**config.mk**
```make
export PLATFORM = sky130hd
export DESIGN_NAME = interp_row_sched
export DESIGN_NICKNAME = d
export VERILOG_FILES = /design/src/rtl/interp_pkg.sv /design/src/rtl/interp_tap_window.sv /design/src/rtl/interp_row_sched.sv
export SDC_FILE = /design/constraint.sdc
export NUM_CORES = 1
export LEC_CHECK = 0
export BUFFER_PORTS_ARGS = -buffer_cell sky130_fd_sc_hd__buf_4
export CORE_MARGIN = 4
export CORE_UTILIZATION = 50
export CTS_CLUSTER_SIZE = 30
export DETAILED_ROUTE_END_ITERATION = 10
export PLACE_DENSITY = 0.79
export SETUP_SLACK_MARGIN = 0.4
export SKIP_LAST_GASP = 1
export SLEW_MARGIN = 20
export SYNTH_ARGS = -nofsm -noshare
export SYNTH_HDL_FRONTEND = slang
export SYNTH_HIERARCHICAL = 1
export SYNTH_SLANG_ARGS = --single-unit
```
**constraint.sdc**
```tcl
create_clock -name clk -period 16.55 [get_ports clk]
set_input_delay 2.4825 -clock clk [delete_from_list [all_inputs] [get_ports clk]]
set_output_delay 2.4825 -clock clk [all_outputs]
set_load 0.02 [all_outputs]
```
**src/rtl/interp_pkg.sv**
```systemverilog
// Shared constants and state encoding for the interpolation row sequencer.
package interp_pkg;

    localparam int TAPS     = 8;
    localparam int SAMPLE_W = 32;
    localparam int FRAC_W   = 4;

    // Row sequencing phases: wait for start, prime the window, stream windows, report completion.
    typedef enum logic [1:0] {
        IDLE = 2'd0,
        FILL = 2'd1,
        RUN  = 2'd2,
        DONE = 2'd3
    } state_e;

endpackage

```
**src/rtl/interp_tap_window.sv**
```systemverilog
// TAPS-deep sample shift register feeding the tap blocks.
// Slice i of win_o is tap i; tap 0 holds the oldest sample and new samples
// enter at tap TAPS-1.
module interp_tap_window #(
    parameter int TAPS     = interp_pkg::TAPS,
    parameter int SAMPLE_W = interp_pkg::SAMPLE_W
) (
    input  logic                     clk,
    input  logic                     rst,
    input  logic                     shift_en,
    input  logic [SAMPLE_W-1:0]      shift_in,
    output logic [TAPS*SAMPLE_W-1:0] win_o
);
    import interp_pkg::*;

    logic [TAPS*SAMPLE_W-1:0] win_q;
    logic [TAPS*SAMPLE_W-1:0] win_d;

    // Move every tap one place towards tap 0 and append the new sample on shift.
    always_comb begin
        win_d = win_q;
        if (shift_en) begin
            for (int i = 0; i < TAPS - 1; i++) begin
                win_d[i*SAMPLE_W +: SAMPLE_W] = win_q[(i+1)*SAMPLE_W +: SAMPLE_W];
            end
            win_d[(TAPS-1)*SAMPLE_W +: SAMPLE_W] = shift_in;
        end
    end

    // Window storage.
    always_ff @(posedge clk or posedge rst) begin
        if (rst) begin
            win_q <= '0;
        end else begin
            win_q <= win_d;
        end
    end

    assign win_o = win_q;

endmodule

```
**src/rtl/interp_row_sched.sv**
```systemverilog
// Row sequencer for the 8-tap 1/16-precision interpolation datapath.
// Takes one row of integer-position samples, primes a TAPS-deep window with
// TAPS-1 samples, then issues one window per further sample to the tap blocks
// together with the row's fraction select.
//
// Handshake semantics (both streams): a beat transfers on a rising clk edge
// where valid & ready are both 1. A producer keeps valid and its payload
// stable until the transfer; ready may depend combinationally on the
// consumer's own state and, here, on win_ready (s_ready = !win_valid | win_ready
// in RUN), but valid never depends on ready.
module interp_row_sched #(
    parameter int SAMPLE_W = interp_pkg::SAMPLE_W,
    parameter int TAPS     = interp_pkg::TAPS,
    parameter int LEN_W    = 8
) (
    input  logic                          clk,
    input  logic                          rst,
    input  logic                          start,
    input  logic [interp_pkg::FRAC_W-1:0] frac,
    input  logic [LEN_W-1:0]              row_len,
    output logic                          busy,
    output logic                          done,
    input  logic                          s_valid,
    output logic                          s_ready,
    input  logic [SAMPLE_W-1:0]           s_data,
    output logic                          win_valid,
    input  logic                          win_ready,
    output logic [TAPS*SAMPLE_W-1:0]      win_data,
    output logic [interp_pkg::FRAC_W-1:0] win_frac,
    output logic                          win_last
);
    import interp_pkg::*;

    localparam int                FILL_W    = $clog2(TAPS);
    // fill_cnt value on the edge that accepts the (TAPS-1)th priming sample.
    localparam logic [FILL_W-1:0] FILL_LAST = FILL_W'(TAPS - 2);

    state_e                   state_q,     state_d;
    logic [FRAC_W-1:0]        frac_q,      frac_d;
    logic [LEN_W-1:0]         out_cnt_q,   out_cnt_d;
    logic [FILL_W-1:0]        fill_cnt_q,  fill_cnt_d;
    logic                     win_valid_q, win_valid_d;
    logic [TAPS*SAMPLE_W-1:0] win_data_q,  win_data_d;
    logic [FRAC_W-1:0]        win_frac_q,  win_frac_d;
    logic                     win_last_q,  win_last_d;

    logic                     s_accept;
    logic                     win_hs;
    logic                     win_load;
    logic [TAPS*SAMPLE_W-1:0] tap_win;
    logic [TAPS*SAMPLE_W-1:0] next_win;

    assign s_accept = s_valid & s_ready;
    assign win_hs   = win_valid_q & win_ready;
    // In RUN every accepted sample completes a fresh window.
    assign win_load = (state_q == RUN) & s_accept;

    // The window as it will look after this cycle's shift; loaded into the
    // output register on the same edge so the window is valid one cycle later.
    assign next_win = {s_data, tap_win[TAPS*SAMPLE_W-1:SAMPLE_W]};

    interp_tap_window #(
        .TAPS     (TAPS),
        .SAMPLE_W (SAMPLE_W)
    ) u_tap_window (
        .clk      (clk),
        .rst      (rst),
        .shift_en (s_accept),
        .shift_in (s_data),
        .win_o    (tap_win)
    );

    // FSM state register.
    always_ff @(posedge clk or posedge rst) begin
        if (rst) begin
            state_q <= IDLE;
        end else begin
            state_q <= state_d;
        end
    end

    // FSM next-state: a zero-length row goes straight to DONE without touching the stream.
    always_comb begin
        state_d = state_q;
        case (state_q)
            IDLE: begin
                if (start) begin
                    state_d = (row_len != '0) ? FILL : DONE;
                end
            end
            FILL: begin
                if (s_accept && (fill_cnt_q == FILL_LAST)) begin
                    state_d = RUN;
                end
            end
            RUN: begin
                if (win_hs && win_last_q) begin
                    state_d = DONE;
                end
            end
            DONE: begin
                state_d = IDLE;
            end
            default: begin
                state_d = IDLE;
            end
        endcase
    end

    // FSM outputs: stream ready gating plus the busy/done status.
    always_comb begin
        busy    = 1'b0;
        done    = 1'b0;
        s_ready = 1'b0;
        case (state_q)
            IDLE: begin
                s_ready = 1'b0;
            end
            FILL: begin
                busy    = 1'b1;
                s_ready = 1'b1;
            end
            RUN: begin
                busy    = 1'b1;
                // Stop pulling samples once every window of the row is loaded,
                // and whenever the single output register cannot take a new one.
                s_ready = (out_cnt_q != '0) & (~win_valid_q | win_ready);
            end
            DONE: begin
                done = 1'b1;
            end
            default: begin
                busy = 1'b0;
            end
        endcase
    end

    // Row parameters, counters and the window output register.
    always_comb begin
        frac_d      = frac_q;
        out_cnt_d   = out_cnt_q;
        fill_cnt_d  = fill_cnt_q;
        win_valid_d = win_valid_q;
        win_data_d  = win_data_q;
        win_frac_d  = win_frac_q;
        win_last_d  = win_last_q;

        // Row parameters are captured only from IDLE; start elsewhere is ignored.
        if ((state_q == IDLE) && start) begin
            frac_d     = frac;
            out_cnt_d  = row_len;
            fill_cnt_d = '0;
        end

        if ((state_q == FILL) && s_accept) begin
            fill_cnt_d = fill_cnt_q + FILL_W'(1);
        end

        if (win_load) begin
            // A load always wins over a same-cycle handshake of the previous window.
            win_valid_d = 1'b1;
            win_data_d  = next_win;
            win_frac_d  = frac_q;
            win_last_d  = (out_cnt_q == LEN_W'(1));
            out_cnt_d   = out_cnt_q - LEN_W'(1);
        end else if (win_hs) begin
            win_valid_d = 1'b0;
            win_last_d  = 1'b0;
        end
    end

    // Storage for row parameters, counters and the output register.
    always_ff @(posedge clk or posedge rst) begin
        if (rst) begin
            frac_q      <= '0;
            out_cnt_q   <= '0;
            fill_cnt_q  <= '0;
            win_valid_q <= 1'b0;
            win_data_q  <= '0;
            win_frac_q  <= '0;
            win_last_q  <= 1'b0;
        end else begin
            frac_q      <= frac_d;
            out_cnt_q   <= out_cnt_d;
            fill_cnt_q  <= fill_cnt_d;
            win_valid_q <= win_valid_d;
            win_data_q  <= win_data_d;
            win_frac_q  <= win_frac_d;
            win_last_q  <= win_last_d;
        end
    end

    assign win_valid = win_valid_q;
    assign win_data  = win_data_q;
    assign win_frac  = win_frac_q;
    assign win_last  = win_last_q;

endmodule

```
; ---- Word level (Yosys, flattened, before mapping)
; Cells that the tools add are included.
[totals]
output_inout_bits = 265
reg_bits = 535
[classes]
eq_ne = 8
addsub = 2
n_reduce_logical = 12
bitwise = 6
n_mux = 15
[ops]
columns = operator, n
row1 = 8-bit 2-to-1 mux, 2
row2 = 8-bit nonzero test, 2
row3 = "8-bit by 1-bit == test with 1-bit output, second input constant", 1
row4 = 2-bit 2-to-1 mux, 4
row5 = 2-bit one-hot mux with 4 select lines, 1
row6 = "8-bit by 1-bit subtractor with 8-bit output, second input constant", 1
row7 = 3-bit 2-to-1 mux, 2
row8 = 2-bit nonzero test, 3
row9 = 1-bit 2-to-1 mux, 5
row10 = 1-bit bitwise AND, 4
row11 = "2-bit == test, second input constant", 2
row12 = 1-bit logical AND, 4
row13 = "2-bit != test, second input constant", 2
row14 = "3-bit by 1-bit adder with 3-bit output, second input constant", 1
row15 = "3-bit == test, second input constant", 1
row16 = 3-bit AND reduction, 1
row17 = "2-bit by 1-bit == test with 1-bit output, second input constant", 1
row18 = 2-bit logical NOT, 1
row19 = "2-bit by 1-bit != test with 1-bit output, second input constant", 1
row20 = 1-bit one-hot mux with 2 select lines, 1
row21 = 2-bit OR reduction, 1
row22 = 1-bit inverter, 1
row23 = 1-bit OR, 1

; ---- Longest topological paths before layout
; Gate-level depths: netlist (run 1).
[depth]
ltp_word = 8
depth_mapped = 8

; ---- Cells and area by module
; The synthesis (run 1) kept the hierarchy.
[by_module_without_submodules]
columns = module, cells_each, area_per_inst_um2, instances, seq_area_each_um2
row1 = interp_row_sched, 668, 10744.1, 1, 6981.7
row2 = interp_tap_window, 541, 9598.0, 1, 6406.1

; ---- Least setup slack after synthesis (run 1)
; Ideal clock, no wire load.
[synth_timing]
kind = in2out
startpoint = input port win_ready
endpoint = output port s_ready
path_slack_ns = 11.087
n_path_buf = 0
cell_stages = 4
t_arrival_ns = 2.981
path_cell_list = inv_1 nand2_1 a31oi_1 nor2b_1
[synth_via]
elab_chain_cells = 3
[synth_rtl]
columns = element, line
row1 = from (decl), interp_row_sched.sv:27  ; input logic win_ready,
row2 = 1-bit OR, interp_row_sched.sv:127  ; s_ready = (out_cnt_q != '0) & (~win_valid_q | win_ready);
row3 = 1-bit bitwise AND, interp_row_sched.sv:127
row4 = 1-bit one-hot mux with 2 select lines, interp_row_sched.sv:115  ; case (state_q)
row5 = to (decl), interp_row_sched.sv:24  ; output logic s_ready,
; Every way passes these cells.

; ---- Worst setup path after layout (run 1)
; Same ends and word-level chain as after synthesis.

==> flow_metrics.tcl, run 1 <==
set metrics [dict create \
    overflow 0 \
    grt_pass1_vias 11300 \
    vias 10500 \
    h-tree-depth 2 \
    cts.repair.resized 0 \
    worstSkewPairLatency_ns 0.57 \
    die_w_um 204 \
    finClkSkew_ns 0.0160 \
    start_util_pct 50.7 \
    layout_common_cells "503 x dfrtp_1, 488 x mux2_2, 320 x buf_4" \
    p_int_w 0.00344 \
    cts_setup_buffers 0 \
    fin_nets 1517 \
    layout_commonest_cell "dfrtp_1" \
    numCtsBuffers 50 \
    rsz0062_at_grt "false" \
    finalHoldViolCount 0 \
    drtPass1Iterations 4 \
    required_ns 14.07 \
    ant_nets 0 \
    cp_max_fo 4 \
    grt_use_met3_pct 4.64 \
    worstPathArrival_ns 3.31 \
    drt_iter0_markers 427 \
    syn-instance-count 1143 \
    die_area_mm2 0.0415 \
    p_comb_share_pct 35.8 \
    grt_max_degree 186 \
    use_met1_pct 28.6 \
    drv_cap 0 \
    hpwl_um 27000 \
    core-area_mm2 0.0378 \
    setup_viol 0 \
    synth.net_count 1201 \
    area_growth_pct 22.8 \
    start_kind "primary input" \
    power_w 0.00516 \
    grt_usage_pct 19.7 \
    hold_class "flop to flop" \
    period_share_pct 35.0 \
    synth_warnings 6 \
    worst_hold_slack_ns 0.502 \
    vias_per_cell 5.25 \
    switching_share_pct 33.3 \
    netSwitchingPower_w 0.00172 \
    path_class "primary input to primary output" \
    clockBufferDepth 3 \
    endpoint_kind "primary output" \
    finalWeightedCongestion 0.866 \
    port_buffers 313 \
    drc 0 \
    netlist_area_mm2 0.0192 \
    drive_gt1_share_pct 59.9 \
    cts_tree "done" \
    clock-sinks 503 \
    finalSetupTns_ns 0 \
    avgRoutedWirePerCell_um 20.5 \
    power_density_mw_per_mm2 219 \
    peakVddDrop_mv 0.152 \
    core.rowCount 71 \
    p_seq_share_pct 41.6 \
    postCtsHoldBufs 0 \
    clockPowerShare_pct 22.6 \
    grt_pass1_wl_um 65300 \
    chipHeight_um 204 \
    status "finished, final reports clean" \
    top_usage_layer "met2" \
    clockRootBuffer "clkbuf_16" \
    antenna_found_initial 0 \
    tightest_slew_ns 1.06 \
    slew_viol_final 0 \
    io_pins 314 \
    syn_area_per_cell_um2 16.8 \
    p_leak_nw 11.2 \
    grt_util_met2_pct 29.8 \
    max_freq_ghz 0.173 \
    max_slew_margin_pct 29.5 \
    routed_wl_um 41100 \
    period_needed_ns 5.79 \
    path_clk_slew_ns 0.06 \
]
==> critical path, stage by stage <==
cell and delay, ns:
buf_4 0.12, inv_1 0.06, nand2_1 0.05, a31oi_1 0.33, nor2b_1 0.09, buf_4 0.17
==> power groups by stage <==
stage / Clock (W) / Combinational, W / Sequential (W)
6_report: 0.00116 / 0.00184 / 0.00215
5_1_grt: 0.00125 / 0.00197 / 0.00222
4_1_cts: 0.00120 / 0.00187 / 0.00215
3_5_place_dp: 0 / 0.00186 / 0.00216
3_3_place_gp: 0 / 0.00181 / 0.00213
2_1_floorplan: 0 / 0.000982 / 0.00233
==> cell type report <==
class,instances,area [um2]
Fill cell,2800,14200
Sequential cell,503,12600
Multi-Input combinational cell,571,6090
Timing Repair Buffer,322,2430
Clock buffer,74,1500
Tap cell,511,639
Clock inverter,16,218
Inverter,11,56.3
Antenna cell,1,2.50
==> metrics by stage <==
step | util (%) | cell area [um2] | std cells | worst slack [ns]
finish | 62.3 | 23500 | 2009 | 10.76
global route | 62.3 | 23500 | 2008 | 10.72
CTS | 62.3 | 23500 | 2008 | 10.76
detailed placement | 57.8 | 21800 | 1918 | 10.70
global placement | 57.8 | 21800 | 1918 | 10.69
floorplan | - | 19200 | 1143 | 6.37
==> per-layer routing <==
metal,vias to the layer above,part of all wire [%]
met5,-,0
met4,0,3.0
met3,70,6.2
met2,265,46
li1,4708,-
met1,5505,45
==> worst paths after layout <==
check	startpoint	to	slack, ns	cells past startpoint
worst max-delay path	win_ready	s_ready	10.76	6
worst min-delay path	u_tap_window/win_o[40]$_DFFE_PP0P_	win_data[8]$_DFFE_PP0P_	0.50	1
worst max register to register	out_cnt_q[0]$_DFFE_PP0P_	u_tap_window/win_o[170]$_DFFE_PP0P_	12.45	8
worst min register to register	u_tap_window/win_o[40]$_DFFE_PP0P_	win_data[8]$_DFFE_PP0P_	0.50	1
max in group asynchronous	rst	win_data[226]$_DFFE_PP0P_	12.32	4
min in group asynchronous	rst	u_tap_window/win_o[35]$_DFFE_PP0P_	2.02	2
==> registers in the layout, summed over array words and instances, names as in the netlist <==
signal              flops
frac_q                  4
fill_cnt_q              3
state_q                 2
win_frac                4
win_data              256
out_cnt_q               8
win_last                1
u_tap_window/win_o    224
win_valid               1
No activity file was read; power rests on OpenSTA's default activity.
==> inputs of run 2 (changes only) <==
--- a/config.mk
+++ b/config.mk
@@ -5,12 +5,13 @@
 export SDC_FILE = /design/constraint.sdc
 export NUM_CORES = 1
 export LEC_CHECK = 0
+export ABC_AREA = 1
 export BUFFER_PORTS_ARGS = -buffer_cell sky130_fd_sc_hd__buf_4
 export CORE_MARGIN = 4
 export CORE_UTILIZATION = 50
 export CTS_CLUSTER_SIZE = 30
 export DETAILED_ROUTE_END_ITERATION = 10
-export PLACE_DENSITY = 0.79
+export PLACE_DENSITY = 0.78
 export SETUP_SLACK_MARGIN = 0.4
 export SKIP_LAST_GASP = 1
 export SLEW_MARGIN = 20
==> constraint.sdc (replaced) <==
create_clock -name clk -period 5.5 [get_ports clk]
set_input_delay 0.825 -clock clk [delete_from_list [all_inputs] [get_ports clk]]
set_output_delay 0.825 -clock clk [all_outputs]
set_load 0.02 [all_outputs]
==> flow_metrics.tcl, run 2 <==
set metrics [dict create \
    max_freq_ghz 0.282 \
    period_needed_ns 3.54 \
    syn_area_per_cell_um2 8.86 \
    path_clk_slew_ns 0.06 \
    fin_nets 2530 \
    clockBufferDepth 3 \
    numCtsBuffers 51 \
    area_growth_pct 21.5 \
    required_ns 6.01 \
    path_class "flop to flop" \
    slew_viol_final 0 \
    port_buffers 313 \
    power_density_mw_per_mm2 584 \
    grt_max_degree 167 \
    avgRoutedWirePerCell_um 16.4 \
    die_w_um 206 \
    largest_register_ff_count 256 \
    grt_pass1_wl_um 81100 \
    hpwl_um 31800 \
    vias 15000 \
    vias_per_cell 4.96 \
    synth_warnings 6 \
    drive_gt1_share_pct 16.8 \
    finalSetupTns_ns 0 \
    endpoint_kind "flop" \
    start_kind "flop" \
    postCtsHoldBufs 0 \
    clock-sinks 503 \
    io_pins 314 \
    overflow 0 \
    cts_setup_buffers 0 \
    postPlaceCellArea_mm2 0.0219 \
    period_share_pct 64.4 \
    core-area_mm2 0.0386 \
    grt_pass1_vias 15300 \
    max_slew_margin_pct 31.5 \
    layout_common_cells "1,509 x nand2_1, 503 x dfrtp_1, 322 x buf_4" \
    worstSkewPairLatency_ns 0.58 \
    power_w 0.0139 \
    status "finished, final reports clean" \
    finClkSkew_ns 0.0170 \
    cts.repair.resized 0 \
    ant_nets 0 \
    finalWeightedCongestion 0.852 \
    netlist_area_mm2 0.0196 \
    n_fill_cell 3214 \
    setup_viol 0 \
    final_util_pct 61.5 \
    synth.net_count 2265 \
    chipHeight_um 206 \
    start_util_pct 50.6 \
    routed_wl_um 49700 \
    final_area_mm2 0.0238 \
    diodes 0 \
    syn-instance-count 2207 \
    drc 0 \
    h-tree-depth 2 \
    antenna_found_initial 0 \
    layout_commonest_cell "nand2_1" \
    core.rowCount 72 \
    clockRootBuffer "clkbuf_16" \
    tightest_slew_ns 1.03 \
    rsz0062_at_grt "false" \
    drt_iter0_markers 1103 \
    grt_usage_pct 23.8 \
    p_leak_nw 13.8 \
    cts_tree "done" \
    cp_max_fo 140 \
    drv_cap 0 \
    hold_class "primary input to flop" \
    worstPathArrival_ns 4.05 \
    finalHoldViolCount 0 \
    drtPass1Iterations 6 \
    die_area_mm2 0.0423 \
    peakVddDrop_mv 0.353 \
]
==> run 2: worst paths after layout <==
check	from	endpoint	slack (ns)	depth (start not counted)
setup / recovery	out_cnt_q[0]$_DFFE_PP0P_	u_tap_window/win_o[208]$_DFFE_PP0P_	1.96	11
hold / removal	frac[3]	frac_q[3]$_DFFE_PP0P_	0.44	3
setup reg to reg	out_cnt_q[0]$_DFFE_PP0P_	u_tap_window/win_o[208]$_DFFE_PP0P_	1.96	11
hold reg to reg	u_tap_window/win_o[46]$_DFFE_PP0P_	win_data[14]$_DFFE_PP0P_	0.47	2
max in group asynchronous	rst	u_tap_window/win_o[100]$_DFFE_PP0P_	3.87	3
min in group asynchronous	rst	u_tap_window/win_o[179]$_DFFE_PP0P_	0.45	2
==> run 2: worst max-delay path: stages (launching register included) <==
cell and delay [ns]:
dfrtp_1 0.38, inv_1 0.15, ha_1 0.24, nand2_1 0.10, o21ai_1 0.22, a21boi_0 0.16
nand2_1 0.19, inv_8 0.21, inv_8 0.63, buf_4 0.80, nand2_1 0.16, nand2_1 0.11
==> run 2: final cells by class <==
cell class	instances	area, um2	share of cell area, %
clock buffer	73	1550	6.53
inverter	20	105	0.442
tap	518	648	2.73
timing repair buffer	326	2480	10.4
clock inverter	21	318	1.34
multi-input combinational	1570	6070	25.5
sequential	503	12600	53.0
==> run 2: power breakdown <==
part           internal, W  switching [W]
clock network      0.00234        0.00144
registers          0.00504        0.00109
logic              0.00147        0.00249
total              0.00885        0.00502
==> run 2: layer usage <==
| layer | track usage, % | share of wire [%] | wire [um] |
|---|---|---|---|
| met1 | 32.6 | 42 | 20900 |
| met2 | 38.0 | 47 | 23600 |
| met3 | 6.23 | 8.2 | 4090 |
| met4 | 6.48 | 2.4 | 1190 |
| met5 | 0 | 0 | 0 |
==> run 2: metrics by stage <==
stage,worst slack [ns],hold WS (ns),instances
after floorplan,0.982,0.442,2207
after global placement,1.95,0.451,2937
after detailed placement,1.84,0.455,2937
after CTS,1.95,0.407,3031
after global routing,1.59,0.439,3031
final,1.96,0.443,3031
